==> config.mk <==
export PLATFORM = sky130hd
export DESIGN_NAME = perf_monitor
export DESIGN_NICKNAME = d
export VERILOG_FILES = /design/src/rtl/perf_mon_pkg.sv /design/src/rtl/perf_sat_counter.sv /design/src/rtl/perf_monitor.sv
export SDC_FILE = /design/constraint.sdc
export NUM_CORES = 1
export LEC_CHECK = 0
export BUFFER_PORTS_ARGS = -buffer_cell sky130_fd_sc_hd__buf_2
export CORE_MARGIN = 2
export CORE_UTILIZATION = 60
export CTS_CLUSTER_SIZE = 25
export DETAILED_ROUTE_END_ITERATION = 8
export PLACE_DENSITY = 0.9
export SYNTH_ARGS = -nofsm -noshare
export SYNTH_HDL_FRONTEND = slang
export SYNTH_SLANG_ARGS = --single-unit
export TNS_END_PERCENT = 100
==> constraint.sdc <==
create_clock -name clk_i -period 6.5 [get_ports clk_i]
set_input_delay 1.3 -clock clk_i [delete_from_list [all_inputs] [get_ports clk_i]]
set_output_delay 1.3 -clock clk_i [all_outputs]
set_load 0.02 [all_outputs]
==> src/rtl/perf_mon_pkg.sv <==
// ---------------------------------------------------------------------------
// perf_mon_pkg
// Shared definitions for the pipeline performance monitor:
//   - pm_state_e : monitor FSM encoding (IDLE/RUN/FROZEN/DONE), value-exact
//                  because software decodes state_o directly.
//   - SEL_CYCLE  : read-select index of the free-running cycle counter.
//   - CNT_W_MIN / CNT_W_MAX, NUM_EVT_MIN / NUM_EVT_MAX : legal parameter range.
// Optional feature macro used by perf_monitor: PERF_MON_SNAPSHOT_EN.
// ---------------------------------------------------------------------------
package perf_mon_pkg;

  typedef enum logic [1:0] {
    ST_IDLE   = 2'd0,
    ST_RUN    = 2'd1,
    ST_FROZEN = 2'd2,
    ST_DONE   = 2'd3
  } pm_state_e;

  // Counter bank index 0 is always the cycle counter; events follow at 1..N.
  localparam int unsigned SEL_CYCLE   = 0;

  localparam int unsigned CNT_W_MIN   = 8;
  localparam int unsigned CNT_W_MAX   = 64;
  localparam int unsigned NUM_EVT_MIN = 1;
  localparam int unsigned NUM_EVT_MAX = 16;

  // True when inc would overflow; the counter must hold and flag instead.
  function automatic logic is_saturated(input logic [CNT_W_MAX-1:0] val,
                                        input int unsigned         width);
    logic all_ones;
    all_ones = 1'b1;
    for (int i = 0; i < CNT_W_MAX; i++) begin
      if (i < width) begin
        all_ones = all_ones & val[i];
      end else begin
        all_ones = all_ones;
      end
    end
    return all_ones;
  endfunction

endpackage

==> src/rtl/perf_sat_counter.sv <==
// ---------------------------------------------------------------------------
// perf_sat_counter
// One saturating performance counter with a sticky overflow flag.
// An increment attempted while the counter is all-ones leaves the value
// unchanged and sets ovf_o; ovf_o stays set until clr_i or reset.
//
// Ports:
//   clk_i   in   1      clock
//   rst_i   in   1      asynchronous reset, active-low
//   clr_i   in   1      synchronous clear (value and flag), wins over inc_i
//   inc_i   in   1      count this cycle
//   cnt_o   out  CNT_W  registered counter value
//   ovf_o   out  1      registered sticky saturation flag
// ---------------------------------------------------------------------------
module perf_sat_counter
  import perf_mon_pkg::*;
#(
  parameter int unsigned CNT_W = 32
) (
  input  logic             clk_i,
  input  logic             rst_i,
  input  logic             clr_i,
  input  logic             inc_i,
  output logic [CNT_W-1:0] cnt_o,
  output logic             ovf_o
);

  logic [CNT_W-1:0] cnt_q, cnt_d;
  logic             ovf_q, ovf_d;
  logic             sat_s;

  assign sat_s = is_saturated(CNT_W_MAX'(cnt_q), CNT_W);

  // Next-state: clear, saturating increment, or hold.
  always_comb begin
    cnt_d = cnt_q;
    ovf_d = ovf_q;
    if (clr_i) begin
      cnt_d = '0;
      ovf_d = 1'b0;
    end else if (inc_i) begin
      if (sat_s) begin
        ovf_d = 1'b1;
      end else begin
        cnt_d = cnt_q + CNT_W'(1);
      end
    end else begin
      cnt_d = cnt_q;
      ovf_d = ovf_q;
    end
  end

  // Counter and flag registers.
  always_ff @(posedge clk_i or negedge rst_i) begin
    if (!rst_i) begin
      cnt_q <= '0;
      ovf_q <= 1'b0;
    end else begin
      cnt_q <= cnt_d;
      ovf_q <= ovf_d;
    end
  end

  assign cnt_o = cnt_q;
  assign ovf_o = ovf_q;

endmodule

==> src/rtl/perf_monitor.sv <==
// ---------------------------------------------------------------------------
// perf_monitor
// Pipeline performance monitor: one cycle counter plus NUM_EVT qualified
// event counters, all saturating with sticky overflow flags, an optional
// run-length limit, and a registered read-select port.
//
// Optional feature macro: PERF_MON_SNAPSHOT_EN
//   defined   : snap_i copies every live counter into a shadow bank in one
//               edge; reads come from the shadow bank while snap_valid_o=1.
//   undefined : no shadow bank, snap_i ignored, snap_valid_o tied low.
//
// Ports:
//   clk_i         in   1          clock
//   rst_i         in   1          asynchronous reset, active-low
//   start_i       in   1          level, leaves IDLE into RUN
//   clr_i         in   1          synchronous clear of counters/flags/state
//   freeze_i      in   1          level, suspends counting while high
//   limit_i       in   CNT_W      cycle limit, 0 = unlimited
//   evt_i         in   NUM_EVT    pre-qualified event pulses
//   evt_en_i      in   NUM_EVT    per-channel count enable
//   snap_i        in   1          snapshot request pulse
//   rd_sel_i      in   SEL_W      0 = cycles, k = event k-1, >NUM_EVT reads 0
//   rd_data_o     out  CNT_W      registered selected counter
//   ovf_o         out  NUM_EVT+1  sticky saturation flags (bit 0 = cycles)
//   state_o       out  2          FSM state
//   done_o        out  1          high in DONE
//   snap_valid_o  out  1          shadow bank holds a snapshot
// ---------------------------------------------------------------------------
module perf_monitor
  import perf_mon_pkg::*;
#(
  parameter int unsigned NUM_EVT = 4,
  parameter int unsigned CNT_W   = 32,
  parameter int unsigned SEL_W   = $clog2(NUM_EVT + 1)
) (
  input  logic               clk_i,
  input  logic               rst_i,
  input  logic               start_i,
  input  logic               clr_i,
  input  logic               freeze_i,
  input  logic [CNT_W-1:0]   limit_i,
  input  logic [NUM_EVT-1:0] evt_i,
  input  logic [NUM_EVT-1:0] evt_en_i,
  input  logic               snap_i,
  input  logic [SEL_W-1:0]   rd_sel_i,
  output logic [CNT_W-1:0]   rd_data_o,
  output logic [NUM_EVT:0]   ovf_o,
  output logic [1:0]         state_o,
  output logic               done_o,
  output logic               snap_valid_o
);

  localparam int unsigned NUM_CNT = NUM_EVT + 1;

  pm_state_e          state_q, state_d;
  logic               count_en_s;
  logic               limit_hit_s;
  logic [CNT_W-1:0]   cyc_post_s;
  logic [NUM_CNT-1:0] inc_s;
  logic [NUM_CNT-1:0] ovf_s;
  logic [CNT_W-1:0]   cnt_s [NUM_CNT];
  logic [CNT_W-1:0]   live_sel_s;
  logic [CNT_W-1:0]   rd_data_q, rd_data_d;

  // freeze_i gates counting combinationally so the rising cycle is already
  // excluded, before the state register reaches FROZEN. clr_i suppresses
  // increments because the clear must win inside the counters anyway.
  assign count_en_s = (state_q == ST_RUN) && !freeze_i && !clr_i;

  assign inc_s = {({NUM_EVT{count_en_s}} & evt_i & evt_en_i), count_en_s};

  // Equality against the post-increment count: lowering limit_i below the
  // current count can never match, so it never ends the run.
  assign cyc_post_s  = cnt_s[SEL_CYCLE] + CNT_W'(1);
  assign limit_hit_s = count_en_s && (limit_i != '0) && (cyc_post_s == limit_i);

  // Counter bank: index 0 cycles, index k event k-1.
  for (genvar k = 0; k < NUM_CNT; k++) begin : g_cnt
    perf_sat_counter #(
      .CNT_W (CNT_W)
    ) u_cnt (
      .clk_i (clk_i),
      .rst_i (rst_i),
      .clr_i (clr_i),
      .inc_i (inc_s[k]),
      .cnt_o (cnt_s[k]),
      .ovf_o (ovf_s[k])
    );
  end

  // FSM next-state; clr_i overrides every transition.
  always_comb begin
    state_d = state_q;
    if (clr_i) begin
      state_d = ST_IDLE;
    end else begin
      case (state_q)
        ST_IDLE: begin
          if (start_i) begin
            state_d = ST_RUN;
          end else begin
            state_d = ST_IDLE;
          end
        end
        ST_RUN: begin
          if (limit_hit_s) begin
            state_d = ST_DONE;
          end else if (freeze_i) begin
            state_d = ST_FROZEN;
          end else begin
            state_d = ST_RUN;
          end
        end
        ST_FROZEN: begin
          if (!freeze_i) begin
            state_d = ST_RUN;
          end else begin
            state_d = ST_FROZEN;
          end
        end
        ST_DONE: begin
          state_d = ST_DONE;
        end
        default: begin
          state_d = ST_IDLE;
        end
      endcase
    end
  end

  // FSM state register.
  always_ff @(posedge clk_i or negedge rst_i) begin
    if (!rst_i) begin
      state_q <= ST_IDLE;
    end else begin
      state_q <= state_d;
    end
  end

  // Live-counter read mux; out-of-range selects fall through to zero.
  always_comb begin
    live_sel_s = '0;
    for (int k = 0; k < NUM_CNT; k++) begin
      live_sel_s = live_sel_s | ((rd_sel_i == SEL_W'(k)) ? cnt_s[k] : '0);
    end
  end

`ifdef PERF_MON_SNAPSHOT_EN
  logic [CNT_W-1:0] shadow_q [NUM_CNT];
  logic             snap_valid_q;
  logic [CNT_W-1:0] shadow_sel_s;

  // Shadow bank: captures the pre-edge live values; clr_i beats snap_i.
  always_ff @(posedge clk_i or negedge rst_i) begin
    if (!rst_i) begin
      for (int k = 0; k < NUM_CNT; k++) begin
        shadow_q[k] <= '0;
      end
      snap_valid_q <= 1'b0;
    end else if (clr_i) begin
      for (int k = 0; k < NUM_CNT; k++) begin
        shadow_q[k] <= '0;
      end
      snap_valid_q <= 1'b0;
    end else if (snap_i) begin
      for (int k = 0; k < NUM_CNT; k++) begin
        shadow_q[k] <= cnt_s[k];
      end
      snap_valid_q <= 1'b1;
    end else begin
      snap_valid_q <= snap_valid_q;
    end
  end

  // Shadow-bank read mux, same select decode as the live mux.
  always_comb begin
    shadow_sel_s = '0;
    for (int k = 0; k < NUM_CNT; k++) begin
      shadow_sel_s = shadow_sel_s | ((rd_sel_i == SEL_W'(k)) ? shadow_q[k] : '0);
    end
  end

  // Read source: shadow bank once a snapshot is held, live bank otherwise.
  always_comb begin
    rd_data_d = live_sel_s;
    if (snap_valid_q) begin
      rd_data_d = shadow_sel_s;
    end else begin
      rd_data_d = live_sel_s;
    end
  end

  assign snap_valid_o = snap_valid_q;
`else
  logic snap_unused_s;

  assign snap_unused_s = snap_i;

  // Read source: live counters only in this build.
  always_comb begin
    rd_data_d = live_sel_s;
  end

  assign snap_valid_o = 1'b0;
`endif

  // Registered read port: reflects the counters as they were before the edge.
  always_ff @(posedge clk_i or negedge rst_i) begin
    if (!rst_i) begin
      rd_data_q <= '0;
    end else begin
      rd_data_q <= rd_data_d;
    end
  end

  assign rd_data_o = rd_data_q;
  assign ovf_o     = ovf_s;
  assign state_o   = state_q;
  assign done_o    = (state_q == ST_DONE);

endmodule

Word level (Yosys, flattened, before mapping)
Cells that the tools add are included.
Word-level totals
  register bits: 199
  input bits: 49
  output and inout port bits: 41
  word-level logic and storage cells: 260
Cells by class
  add/sub/neg operators: 5
  equality and inequality tests: 13
  multiplexer cells: 40
  bitwise operators: 161
  reduce and logical (&&, ||, !) cells: 29
Operator list (number)
  32-bit 2-to-1 mux: 20
  32-bit by 1-bit adder with 32-bit output (second input constant): 5
  1-bit AND: 155
  32-bit bitwise OR: 4
  32-bit equality test: 1
  32-bit nonzero test: 1
  2-bit AND reduction: 10
  2-bit nonzero test: 10
  1-bit 2-to-1 mux: 16
  2-bit != test (second input constant): 5
  4-bit AND: 2
  2-bit case mux with 4 select lines: 1
  3-bit by 2-bit equality test with 1-bit output (second input constant): 2
  2-bit 2-to-1 mux: 3
  2-bit equality test (second input constant): 2
  1-bit logical AND: 4
  3-bit by 1-bit equality test with 1-bit output (second input constant): 1
  3-bit equality test (second input constant): 1
  3-bit zero test: 1
  2-bit by 1-bit equality test with 1-bit output (second input constant): 1
  1-bit zero test: 2
  2-bit zero test: 1

Depth between registers and ports, before layout
  depth after elaboration: 34
  depth in mapped cells: 11
  mapped depth without buffers: 9

Modules after synthesis
Synthesis repeated with hierarchy kept, for this count alone.
Second synthesis, totals
  cells, all modules: 1394
  area, all modules: 12937.4 µm²
Modules (own cells, without submodules)
  perf_sat_counter at g_cnt[0].u_cnt ...: times used 4, cells an instance 195, area each 1930.6 µm²
  perf_monitor: times used 1, cells an instance 415, area each 3365.7 µm²
  perf_sat_counter at g_cnt[4].u_cnt: times used 1, cells an instance 199, area each 1849.3 µm²

Worst setup path before layout
OpenSTA, ideal clock, no wires.
  kind: input -> register
  start: input freeze_i
  end: register g_cnt[1].u_cnt.cnt_q[19]
  arrival: 2852 ps
  data required time: 6368 ps
  slack: 3516 ps
  stages: 8
  buffers on the path: 1
  cells stage by stage: or3b_2 > nor2_1 > nand3_1 > o21a_1 > buf_4 > nor4_1 > xnor2_1 > nor2_1
Between the ends
  word-level cells in the longest chain between the ends: 7
RTL lines
  start, declared: line perf_monitor.sv:40  | input logic freeze_i,
  1-bit zero test
  1-bit logical AND (2 in series): line perf_monitor.sv:68  | assign count_en_s = (state_q == ST_RUN) && !freeze_i && !clr_i;
  4-bit AND (2 in series): line perf_monitor.sv:70  | assign inc_s = {({NUM_EVT{count_en_s}} & evt_i & evt_en_i), count_en_s};
  2-bit nonzero test (no line)
  2-bit AND reduction (no line)
  end signal, assigned: line perf_sat_counter.sv:59  | cnt_q <= cnt_d;
  end, declared: line perf_sat_counter.sv:28  | logic [CNT_W-1:0] cnt_q, cnt_d;
No other way between the ends.
A chain may end at the register's enable or synchronous reset.

Final worst setup path
  start: input freeze_i
  end: register g_cnt[3].u_cnt.cnt_q[28]
Between the ends
  word-level cells in the longest chain between the ends: 7
RTL lines (line)
  1-bit zero test
  1-bit logical AND (2 in series): perf_monitor.sv:68
  4-bit AND (2 in series): perf_monitor.sv:70
  2-bit nonzero test (no line)
  2-bit AND reduction (no line)
  end signal, assigned: perf_sat_counter.sv:59
  end, declared: perf_sat_counter.sv:28
No other way between the ends.

==> summary.txt <==
Setup TNS: 0 ps
Die Wd: 143 um
Placed Area: 12000 sq um
Routability Congestion: 0.949
initial antenna violation count: 0
number of synthesized flops with an enable pin: 0
CTS tree: built
Post-Syn Nets: 1343
crit path launch type: input pin
routed vias/inst: 6.53
leading area contributor after synthesis: dfrtp_1
DRT antenna net count: 0
average size of a mapped cell: 8.98 sq um
Reg2Reg Depth: 7
reg2reg setup slack: 3490 ps
via count: 10223
worst-skew pair later-pin latency: 450 ps
RSZ-0062 raised after global routing: no
Worst Hold End: g_cnt[0].u_cnt.ovf_o
Min-Delay Path Class: flip-flop to flip-flop
worst r2r src: g_cnt[4].u_cnt.cnt_o[6]
port bufs: 87
synthesis-stage register bit count: 199
status: finished, final reports clean
final instance area: 12600 sq um
DRC: 0
DP HPWL: 22200 um
DRT Wirelength: 31200 um
reg2reg end: g_cnt[4].u_cnt.cnt_o[20]
share of layout cells above drive strength 1: 11.2%
Seq/Total Area, Yosys: 43.2%
YS warnings: 0
clock root cell: clkbuf_16
Power, Total: 2.52 mW
Hold-fix buffers, CTS: 0
DIE AREA: 20300 sq um
Core Box Area: 18800 sq um
H-tree depth: 4
synthesized cell area: 11500 sq um
Hold Vio Cnt, Final: 0
max_cap viols: 0
NetSw: 0.613 mW
Comb power frac: 6.1%
initial drt markers: 1375
vias in the first global route: 9682
post_cts resized: 0
Min Hold Slack: 513 ps
P_int: 1.91 mW
worst vdd ir: 176 uV
worst relative slew slack: 24.2%
kind of critical path: input pin to flip-flop
critical path required time: 6810 ps
Die H: 143 um
Max Clock Freq: 289 MHz
first-pass GRT wire length: 49600 um
Clk pwr share: 44.3%
count of different cell masters after synthesis: 60
fin crit share: 53.2%
top cells by area, synth: dfrtp_1, xnor2_1, nor2_1, xor2_1, nand2_1
Initial Util: 61.4%
CP Capture Type: flip-flop
clock buffer depth: 2
Hold Crit Start: g_cnt[0].u_cnt.ovf_o
post-synth top area share: 43.2%
largest net degree at the start of global routing: 76
DR pass1 iterations: 6
Cells after Synth: 1284
Final Slew Violations: 0
sequential power share: 49.6%
Pleak: 5.29 nW
Critical Path Fanout Max: 7
WP data arrival: 3770 ps
Least-Margin Pin Slew: 1140 ps
GR Overflow Total: 0
number of setup buffers added after CTS: 0
WHS Path Cells: 2
gr usage total: 31.5%
wire per inst: 19.9 um
main flop type after synthesis: dfrtp_1
share of flip-flops with an asynchronous set or reset: 100%
FP Rows: 50
Sink Count: 199
min Tclk post-route: 3460 ps
TritonCTS Buffers: 17
io pins: 90
clk_skew: 10.4 ps
Sw Ratio: 24.3%
count of final setup violators: 0
fin nets: 1376
pwr dens: 200 nW/um^2
clk slew on worst S/H paths: 70 ps
P&R area growth vs syn: 9.18%
## placed cells by master (no fill, tap or decap), types with 3 or more instances in the layout
cell type,count
a21oi_1,34
a221o_1,22
a22oi_1,9
and2_1,12
and3_1,26
and4_1,14
buf_2,85
buf_4,8
bufinv_16,3
clkbuf_16,17
dfrtp_1,199
ha_1,10
inv_1,20
inv_6,5
mux2i_1,39
nand2_1,106
nand2b_1,6
nand3_1,63
nand4_1,56
nand4b_1,3
nor2_1,195
nor2b_1,6
nor3_1,48
nor4_1,27
nor4_2,5
o21a_1,3
o21ai_0,49
o22ai_1,10
or2_2,6
or3_1,16
xnor2_1,102
xor2_1,80
## cell usage after synthesis, types with 27 or more instances
cell	instances
clkbuf_1	50
o21ai_0	49
nor4_1	27
dfrtp_1	199
xor2_1	80
mux2i_1	39
nand2_1	106
nor2_1	195
xnor2_1	102
nand3_1	63
a21oi_1	34
nor3_1	49
nand4_1	56
## worst max-delay path, cell delays in order
cell     delay [ps]
buf_2           130
nor3b_2         650
and3_1          440
o41ai_1         180
a21oi_1         610
nand4_1         210
xor2_1          180
nor2_1           50
## worst max-delay path by stage
stage	start	to	slack [ps]	cells after the start
after global placement	freeze_i	g_cnt[3].u_cnt.cnt_o[30]	2800	8
after floorplan	freeze_i	g_cnt[1].u_cnt.cnt_o[19]	3520	8
after global routing	freeze_i	g_cnt[3].u_cnt.cnt_o[28]	2880	8
final	freeze_i	g_cnt[3].u_cnt.cnt_o[28]	3040	8
after CTS	freeze_i	g_cnt[3].u_cnt.cnt_o[28]	3180	8
after detailed placement	freeze_i	g_cnt[3].u_cnt.cnt_o[28]	2740	8
## routing by layer
metal	wire [um]	vias up	global-route usage [%]
li1	-	4542	-
met1	12200	4932	41.2
met2	14900	643	51.5
met3	2890	106	5.85
met4	1190	0	13.5
met5	0	-	0
## metrics by stage
step,worst slack [ps],std cells,utilization [%]
6_report,3040,1565,67.1
5_1_grt,2880,1563,67.0
4_1_cts,3180,1563,67.0
3_5_place_dp,2740,1532,63.8
3_3_place_gp,2800,1532,63.8
2_1_floorplan,3520,1284,-
## power groups by stage
stage / combinational [mW] / sequential, mW / clock [mW]
2_1_floorplan: 0.0848 / 1.27 / 0
3_3_place_gp: 0.149 / 1.27 / 0
3_5_place_dp: 0.153 / 1.27 / 0
4_1_cts: 0.153 / 1.25 / 1.12
5_1_grt: 0.169 / 1.25 / 1.16
6_report: 0.155 / 1.25 / 1.12
## cell families (layout without fill, tap and decap cells)
| family | count (synthesis) | count (layout) | share of synthesized area, % |
|---|---|---|---|
| simple gates | 608 | 608 | 26.6 |
| flops | 199 | 199 | 43.2 |
| xor+xnor | 182 | 182 | 13.8 |
| compound gates | 143 | 143 | 7.92 |
| buf+inv | 100 | 145 | 3.70 |
| mux | 41 | 41 | 3.58 |
| fa+ha+maj | 10 | 10 | 1.09 |
| other cells | 1 | 3 | 0.0325 |
## registers in the layout, summed over array words and instances, names as in the netlist
| register | cells |
|---|---|
| rd_data_o | 32 |
| state_o | 2 |
| g_cnt.u_cnt.cnt_o | 160 |
| g_cnt.u_cnt.ovf_o | 5 |
## cell type report
type                            instances  area (sq um)
Sequential cell                       199          4980
Inverter                               20          75.1
Clock buffer                           19           443
Clock inverter                         12           165
Tap cell                              234           293
Timing Repair Buffer                   94           499
Fill cell                            1392          6180
Multi-Input combinational cell        985          6120
Antenna cell                            2          5.00
(Power assumes the default switching activity.)
